===== config.mk =====
export PLATFORM = sky130hd
export DESIGN_NAME = mult_div_unit
export DESIGN_NICKNAME = d
export VERILOG_FILES = /design/src/rtl/mdu_pkg.sv /design/src/rtl/mdu_iter_core.sv /design/src/rtl/mult_div_unit.sv
export SDC_FILE = /design/constraint.sdc
export NUM_CORES = 1
export LEC_CHECK = 0
export BUFFER_PORTS_ARGS = -buffer_cell sky130_fd_sc_hd__buf_2
export CORE_MARGIN = 2
export CORE_UTILIZATION = 45
export DETAILED_ROUTE_END_ITERATION = 6
export PLACE_DENSITY = 0.74
export REMOVE_ABC_BUFFERS = 1
export SYNTH_ARGS = -nofsm -noshare
export SYNTH_HDL_FRONTEND = slang
export SYNTH_HIERARCHICAL = 1
export SYNTH_SLANG_ARGS = --single-unit

===== constraint.sdc =====
create_clock -name clk -period 3.85 [get_ports clk]
set_clock_uncertainty 0.05 [all_clocks]
set_input_delay 0.77 -clock clk [delete_from_list [all_inputs] [get_ports clk]]
set_output_delay 0.77 -clock clk [all_outputs]
set_load 0.005 [all_outputs]

===== src/rtl/mdu_pkg.sv =====
// Shared definitions for the multiply/divide unit: op encodings, FSM states and
// the iteration counter width helper.
package mdu_pkg;

   typedef enum logic [1:0] {
      OP_MULTU = 2'b00,
      OP_DIVU  = 2'b01,
      OP_MULT  = 2'b10,
      OP_DIV   = 2'b11
   } op_e;

   typedef enum logic [1:0] {
      S_IDLE = 2'b00,
      S_RUN  = 2'b01,
      S_FIN  = 2'b10
   } state_e;

   localparam int MDU_WIDTH_DEFAULT = 32;

   // Counter must hold the value WIDTH itself, hence WIDTH+1 codes.
   function automatic int cnt_width(input int w);
      return $clog2(w + 1);
   endfunction

endpackage


===== src/rtl/mdu_iter_core.sv =====
// One iteration of the MDU datapath: add-shift for multiply, restoring
// subtract-shift for divide. Purely combinational.
module mdu_iter_core #(
   parameter int WIDTH = 32
) (
   input  logic                 is_div_i,
   input  logic [2*WIDTH-1:0]   acc_i,
   input  logic [WIDTH-1:0]     m_i,
   output logic [2*WIDTH-1:0]   acc_o
);

   logic [WIDTH:0]   sum;
   logic [WIDTH:0]   rem_sh;
   logic [WIDTH+1:0] diff;
   logic             unused_diff;

   assign unused_diff = diff[WIDTH];

   always_comb begin
      sum    = {1'b0, acc_i[2*WIDTH-1:WIDTH]} + {1'b0, m_i};
      // Upper half is the partial remainder, lower half the remaining dividend bits.
      rem_sh = acc_i[2*WIDTH-1:WIDTH-1];
      diff   = {1'b0, rem_sh} - {2'b00, m_i};
      acc_o  = '0;
      if (is_div_i) begin
         if (!diff[WIDTH+1]) begin
            acc_o = {diff[WIDTH-1:0], acc_i[WIDTH-2:0], 1'b1};
         end else begin
            acc_o = {rem_sh[WIDTH-1:0], acc_i[WIDTH-2:0], 1'b0};
         end
      end else if (acc_i[0]) begin
         acc_o = {sum, acc_i[WIDTH-1:1]};
      end else begin
         acc_o = {1'b0, acc_i[2*WIDTH-1:1]};
      end
   end

endmodule


===== src/rtl/mult_div_unit.sv =====
// Iterative multiply/divide unit with HI/LO registers and start/busy/done handshake.
// Define MDU_SIGNED_EN to make op=10/11 signed (MULT/DIV); otherwise they act unsigned.
module mult_div_unit
   import mdu_pkg::*;
#(
   parameter int WIDTH = MDU_WIDTH_DEFAULT
) (
   input  logic             clk,
   input  logic             reset,
   input  logic             start,
   input  logic [1:0]       op,
   input  logic [WIDTH-1:0] operand_a,
   input  logic [WIDTH-1:0] operand_b,
   input  logic             hilo_we,
   input  logic             hilo_sel,
   input  logic [WIDTH-1:0] hilo_wdata,
   output logic             busy,
   output logic             done,
   output logic             div_by_zero,
   output logic [WIDTH-1:0] hi,
   output logic [WIDTH-1:0] lo
);

   // state  | meaning
   // S_IDLE | waiting for start; MTHI/MTLO accepted
   // S_RUN  | one iteration per cycle, WIDTH cycles; HI/LO written on the last one
   // S_FIN  | done pulse cycle; HI/LO already hold the result

   localparam int CNT_W = cnt_width(WIDTH);

   state_e             state_q, state_d;
   logic [CNT_W-1:0]   cnt_q, cnt_d;
   logic [2*WIDTH-1:0] acc_q, acc_d;
   logic [WIDTH-1:0]   m_q, m_d;
   logic [WIDTH-1:0]   araw_q, araw_d;
   logic               is_div_q, is_div_d;
   logic               neg_q, neg_d;
   logic               neg_rem_q, neg_rem_d;
   logic               dbz_q, dbz_d;
   logic [WIDTH-1:0]   hi_q, hi_d;
   logic [WIDTH-1:0]   lo_q, lo_d;
   logic               done_q, done_d;
   logic               dbz_out_q, dbz_out_d;

   logic               sgn_op;
   logic               start_div;
   logic               a_neg, b_neg;
   logic [WIDTH-1:0]   a_mag, b_mag;
   logic [2*WIDTH-1:0] acc_nx;
   logic [2*WIDTH-1:0] prod_fix;
   logic [WIDTH-1:0]   quo_fix, rem_fix;

`ifdef MDU_SIGNED_EN
   assign sgn_op = op[1];
`else
   logic unused_op1;
   assign unused_op1 = op[1];
   assign sgn_op     = 1'b0;
`endif

   assign start_div = (op == OP_DIVU) || (op == OP_DIV);
   assign a_neg     = sgn_op & operand_a[WIDTH-1];
   assign b_neg     = sgn_op & operand_b[WIDTH-1];
   assign a_mag     = a_neg ? ({WIDTH{1'b0}} - operand_a) : operand_a;
   assign b_mag     = b_neg ? ({WIDTH{1'b0}} - operand_b) : operand_b;

   mdu_iter_core #(.WIDTH(WIDTH)) u_core (
      .is_div_i (is_div_q),
      .acc_i    (acc_q),
      .m_i      (m_q),
      .acc_o    (acc_nx)
   );

   // Sign fix applied to the final iteration output so HI/LO are valid in S_FIN.
   assign prod_fix = neg_q     ? ({2*WIDTH{1'b0}} - acc_nx)            : acc_nx;
   assign quo_fix  = neg_q     ? ({WIDTH{1'b0}} - acc_nx[WIDTH-1:0])   : acc_nx[WIDTH-1:0];
   assign rem_fix  = neg_rem_q ? ({WIDTH{1'b0}} - acc_nx[2*WIDTH-1:WIDTH])
                               : acc_nx[2*WIDTH-1:WIDTH];

   always_comb begin
      state_d   = state_q;
      cnt_d     = cnt_q;
      acc_d     = acc_q;
      m_d       = m_q;
      araw_d    = araw_q;
      is_div_d  = is_div_q;
      neg_d     = neg_q;
      neg_rem_d = neg_rem_q;
      dbz_d     = dbz_q;
      hi_d      = hi_q;
      lo_d      = lo_q;
      done_d    = 1'b0;
      dbz_out_d = 1'b0;
      unique case (state_q)
         S_IDLE: begin
            if (hilo_we) begin
               if (hilo_sel) hi_d = hilo_wdata;
               else          lo_d = hilo_wdata;
            end
            if (start) begin
               state_d   = S_RUN;
               cnt_d     = CNT_W'(WIDTH);
               is_div_d  = start_div;
               araw_d    = operand_a;
               neg_d     = a_neg ^ b_neg;
               neg_rem_d = a_neg;
               dbz_d     = start_div && (operand_b == '0);
               if (start_div) begin
                  acc_d = {{WIDTH{1'b0}}, a_mag};
                  m_d   = b_mag;
               end else begin
                  acc_d = {{WIDTH{1'b0}}, b_mag};
                  m_d   = a_mag;
               end
            end
         end
         S_RUN: begin
            acc_d = acc_nx;
            cnt_d = cnt_q - CNT_W'(1);
            if (cnt_q == CNT_W'(1)) begin
               state_d   = S_FIN;
               done_d    = 1'b1;
               dbz_out_d = dbz_q;
               if (!is_div_q) begin
                  hi_d = prod_fix[2*WIDTH-1:WIDTH];
                  lo_d = prod_fix[WIDTH-1:0];
               end else if (dbz_q) begin
                  hi_d = araw_q;
                  lo_d = '1;
               end else begin
                  hi_d = rem_fix;
                  lo_d = quo_fix;
               end
            end
         end
         S_FIN: begin
            // busy is already low here, so MTHI/MTLO are honoured.
            if (hilo_we) begin
               if (hilo_sel) hi_d = hilo_wdata;
               else          lo_d = hilo_wdata;
            end
            state_d = S_IDLE;
         end
         default: state_d = S_IDLE;
      endcase
   end

   always_ff @(posedge clk or negedge reset) begin
      if (!reset) begin
         state_q   <= S_IDLE;
         cnt_q     <= '0;
         acc_q     <= '0;
         m_q       <= '0;
         araw_q    <= '0;
         is_div_q  <= 1'b0;
         neg_q     <= 1'b0;
         neg_rem_q <= 1'b0;
         dbz_q     <= 1'b0;
         hi_q      <= '0;
         lo_q      <= '0;
         done_q    <= 1'b0;
         dbz_out_q <= 1'b0;
      end else begin
         state_q   <= state_d;
         cnt_q     <= cnt_d;
         acc_q     <= acc_d;
         m_q       <= m_d;
         araw_q    <= araw_d;
         is_div_q  <= is_div_d;
         neg_q     <= neg_d;
         neg_rem_q <= neg_rem_d;
         dbz_q     <= dbz_d;
         hi_q      <= hi_d;
         lo_q      <= lo_d;
         done_q    <= done_d;
         dbz_out_q <= dbz_out_d;
      end
   end

   assign busy        = (state_q == S_RUN);
   assign done        = done_q;
   assign div_by_zero = dbz_out_q;
   assign hi          = hi_q;
   assign lo          = lo_q;

endmodule


==> flow_summary_export.csv <==
group,metric,value,unit
synth,syn_avg_cell_area,8.525,um^2
floorplan,die_y,182.0,um
route,vias,13360,
cells_and_area,stdcell_count,2209,
clock_tree,hold_buffers,0,
place,gp_congestion,1.004,
place,post_dp_cell_area,15410,um^2
cells_and_area,stdcell_area,16210,um^2
run,maxCapViolCount,0,
timing,tightest_slew,1.085,ns
timing,hold_viol_final,0,
global_route,antenna_found_initial,1,
route,ant_nets,0,
route,route.detailed.drc,4,
route,wire_per_inst,19.81,um
place,hpwl,31480,um
route,wirelength,43760,um
cells_and_area,drive_gt1_share,18.84,%
worst_setup_path,path_class,"reg -> reg",
synth,yosysSeqAreaShare,35.81,%
route,vias_per_cell,6.046,
pwr,peakVddDrop,0.4179,mV
worst_setup_path,cp.required,4.27,ns
floorplan,num_rows,65,
cells_and_area,nets,1960,
global_route,grt_pass1_wl,69060,um
route,dr.pass1.iters,7,
clock_tree,cts-root-buf,"clkbuf_16",
floorplan,die_x,182.0,um
timing,relSlewSlack,27.45,%
pwr,power_density,1050,nW/um^2
place,dp_cells,2166,
synth,synth_area,14250,um^2
place,post-place-ws,0.08781,ns
timing,period_needed,3.809,ns
synth,syn_inst,1672,
clock_tree,cts_tree,"yes",
worst_setup_path,critPathLaunchType,"flip-flop",
synth,netlist-cell-type-count,80,
synth,synthFlopType,"dfrtp_1",
floorplan,ios,170,
floorplan,start_util,45.40,%
worst_setup_path,critPathArrivalTime,4.23,ns
timing,finalMaxSlewViolations,0,
worst_setup_path,worstPathMaxFanout,6,
synth,synth-edff-count,0,
outcome,status,"finished with violations",
clock_tree,clockBufferDepth,3,
pwr,leakagePower,7.561,nW
global_route,grt_overflow_total,0,
synth,synth_warnings,6,
worst_setup_path,end_kind,"flip-flop",
clock_tree,ctsHtreeMaxLevel,1,
timing,fin_crit_sh,98.94,%
floorplan,core_area,31390,um^2
floorplan,die_area,33110,um^2
cells_and_area,syn_to_final_growth,13.69,%
timing,layout_setup_ws,0.04089,ns
outcome,violations,"design-rule violations",
clock_tree,clk_latency,0.53,ns
global_route,grt_pass1_vias,12630,
synth,ys_ff_latch,204,
timing,setup_violations,0,
cells_and_area,fill_cells,2969,
global_route,grt_use_total,25.72,%
hold_path,hold_class,"in -> async",
clock_tree,cts_made_buffers,22,
global_route,grt_max_degree,88,
place,numPortBuffers,168,
route,dr.first_iter.drc_count,1276,
synth,synthArstFlopShare,100.0,%
clock_tree,clk_pin_slew_worst_paths,0.07,ns
pwr,total_power,0.01701,W
clock_tree,cts.sinks,204,
timing,timing.fmax,262.5,MHz
[per-stage QoR]
step	setup TNS [ns]	hold slack (ns)	utilization [%]
after global placement	0	0.4073	49.08
after CTS	0	0.2661	51.40
after floorplan	-90.67	0.3955	-
after global routing	-0.04796	0.2982	51.61
after detailed placement	0	0.4101	49.08
final	0	0.2206	51.62
[logic make-up after synthesis]
family                   count (synthesis)  share of synthesized area, %
AND/OR/NAND/NOR                        543                         17.00
AO/OA/AOI/OAI                          542                         25.15
flip-flops                             204                         35.81
buffers and inverters                  159                         4.916
multiplexers                           105                         7.909
adder cells (fa/ha/maj)                 68                         6.074
XOR/XNOR                                51                         3.134
[final cells by class]
cell class	instances	area (um^2)	share of cell area, %
multi-input combinational	1309	8531	52.64
sequential	204	5114	31.56
timing repair buffer	200	1130	6.972
clock buffer	31	645.6	3.984
tap	402	503.0	3.104
inverter	52	195.2	1.204
clock inverter	9	82.58	0.5096
antenna	2	5.005	0.03088
[cells in the mapped netlist (8+ instances only)]
cell	instances	area share, %
a21o_1	51	2.7
o21bai_1	8	0.42
nor2b_1	55	2.4
o211ai_1	15	0.79
o22ai_1	32	1.4
o21ai_0	107	3.8
mux2i_1	44	3.1
a22oi_1	33	1.7
nand3_1	15	0.53
buf_2	37	1.3
a21oi_1	133	4.7
clkbuf_1	55	1.4
a211oi_1	17	0.90
xor2_1	22	1.4
a31oi_1	25	1.1
ha_1	66	5.8
nor2_1	98	2.6
nand2_1	299	7.9
inv_1	51	1.3
nor3_1	11	0.39
xnor2_1	29	1.8
mux2_2	61	4.8
a311oi_1	33	2.0
and3_1	13	0.57
dfrtp_1	204	36
a22o_1	34	2.1
[critical path: stages (launching register included)]
cell,delay [ns]
dfrtp_2,0.45
ha_1,0.25
fa_1,0.43
a21oi_2,0.21
o211ai_1,0.23
a22o_1,0.32
o31ai_2,0.24
buf_4,0.17
o31a_1,0.20
nor2b_1,0.20
xnor2_1,0.13
nand2_1,0.08
a32oi_2,0.26
nand2_1,0.14
a311oi_2,0.26
a21o_1,0.11
[report_power, final]
group          total (W)  switching [W]  internal, W
clock network    0.00218       0.000937      0.00125
registers        0.00423        0.00106      0.00317
logic             0.0106        0.00617      0.00442
total             0.0170        0.00817      0.00884
[sequential cells by signal, indices dropped and copies added, names as in the netlist]
register	cells
acc_q	64
araw_q	32
hi	32
lo	32
m_q	32
cnt_q	6
state_q	2
dbz_q	1
div_by_zero	1
done	1
is_div_q	1
[layout by cell type, fill, tap and decap left out, types with 5 or more instances in the layout]
master	netlist	routed
ha_1	66	66
o211ai_1	15	15
o21ai_0	107	105
a21o_1	51	51
a21oi_1	133	132
buf_4	7	30
nor3_1	11	11
nor2b_1	55	53
inv_1	51	51
and2_1	6	6
a22oi_1	33	33
nor2_1	98	98
nand4_1	6	6
a211oi_1	17	17
o21a_1	7	7
buf_2	37	166
xor2_1	22	22
a31oi_1	25	24
nor4_1	7	7
mux2_2	61	61
clkbuf_8	0	5
nand2_1	299	299
a311oi_1	33	29
mux2i_1	44	44
nand2b_1	6	5
a22o_1	34	34
o22ai_1	32	32
a311oi_2	1	5
o21ai_1	5	5
and3_1	13	13
xnor2_1	29	29
nand3_1	15	15
o21bai_1	8	7
clkbuf_16	0	23
dfrtp_1	204	201
clkinv_2	0	5
[what timing repair did]
item / CTS / global route
hold endpoints to repair: 0 / 0
buffers inserted: 0 / 1
resized for setup: 0 / 13
setup endpoints to repair: 0 / 6
[metal layers]
layer | vias up | wire (um) | part of all wire (%) | global-route usage, %
met5 | - | 0 | 0 | 0
met4 | 0 | 1098 | 2.5 | 6.710
met3 | 71 | 3293 | 7.5 | 3.771
met2 | 532 | 19770 | 45 | 40.63
met1 | 6486 | 19600 | 45 | 37.05
li1 | 6267 | - | - | -
[final timing paths]
kind	startpoint	endpoint	slack [ns]	depth (start not counted)
worst max-delay path	acc_q[32]	hi[25]	0.04	15
worst min-delay path	reset	hi[5]	0.22	1
worst max register to register	acc_q[32]	hi[25]	0.04	15
worst min register to register	hi[5]	hi[5]	0.42	1
max in group asynchronous	reset	hi[15]	2.56	2
min in group clk	operand_a[12]	araw_q[12]	0.42	3
Note: power is estimated with default switching activity, not from simulation.
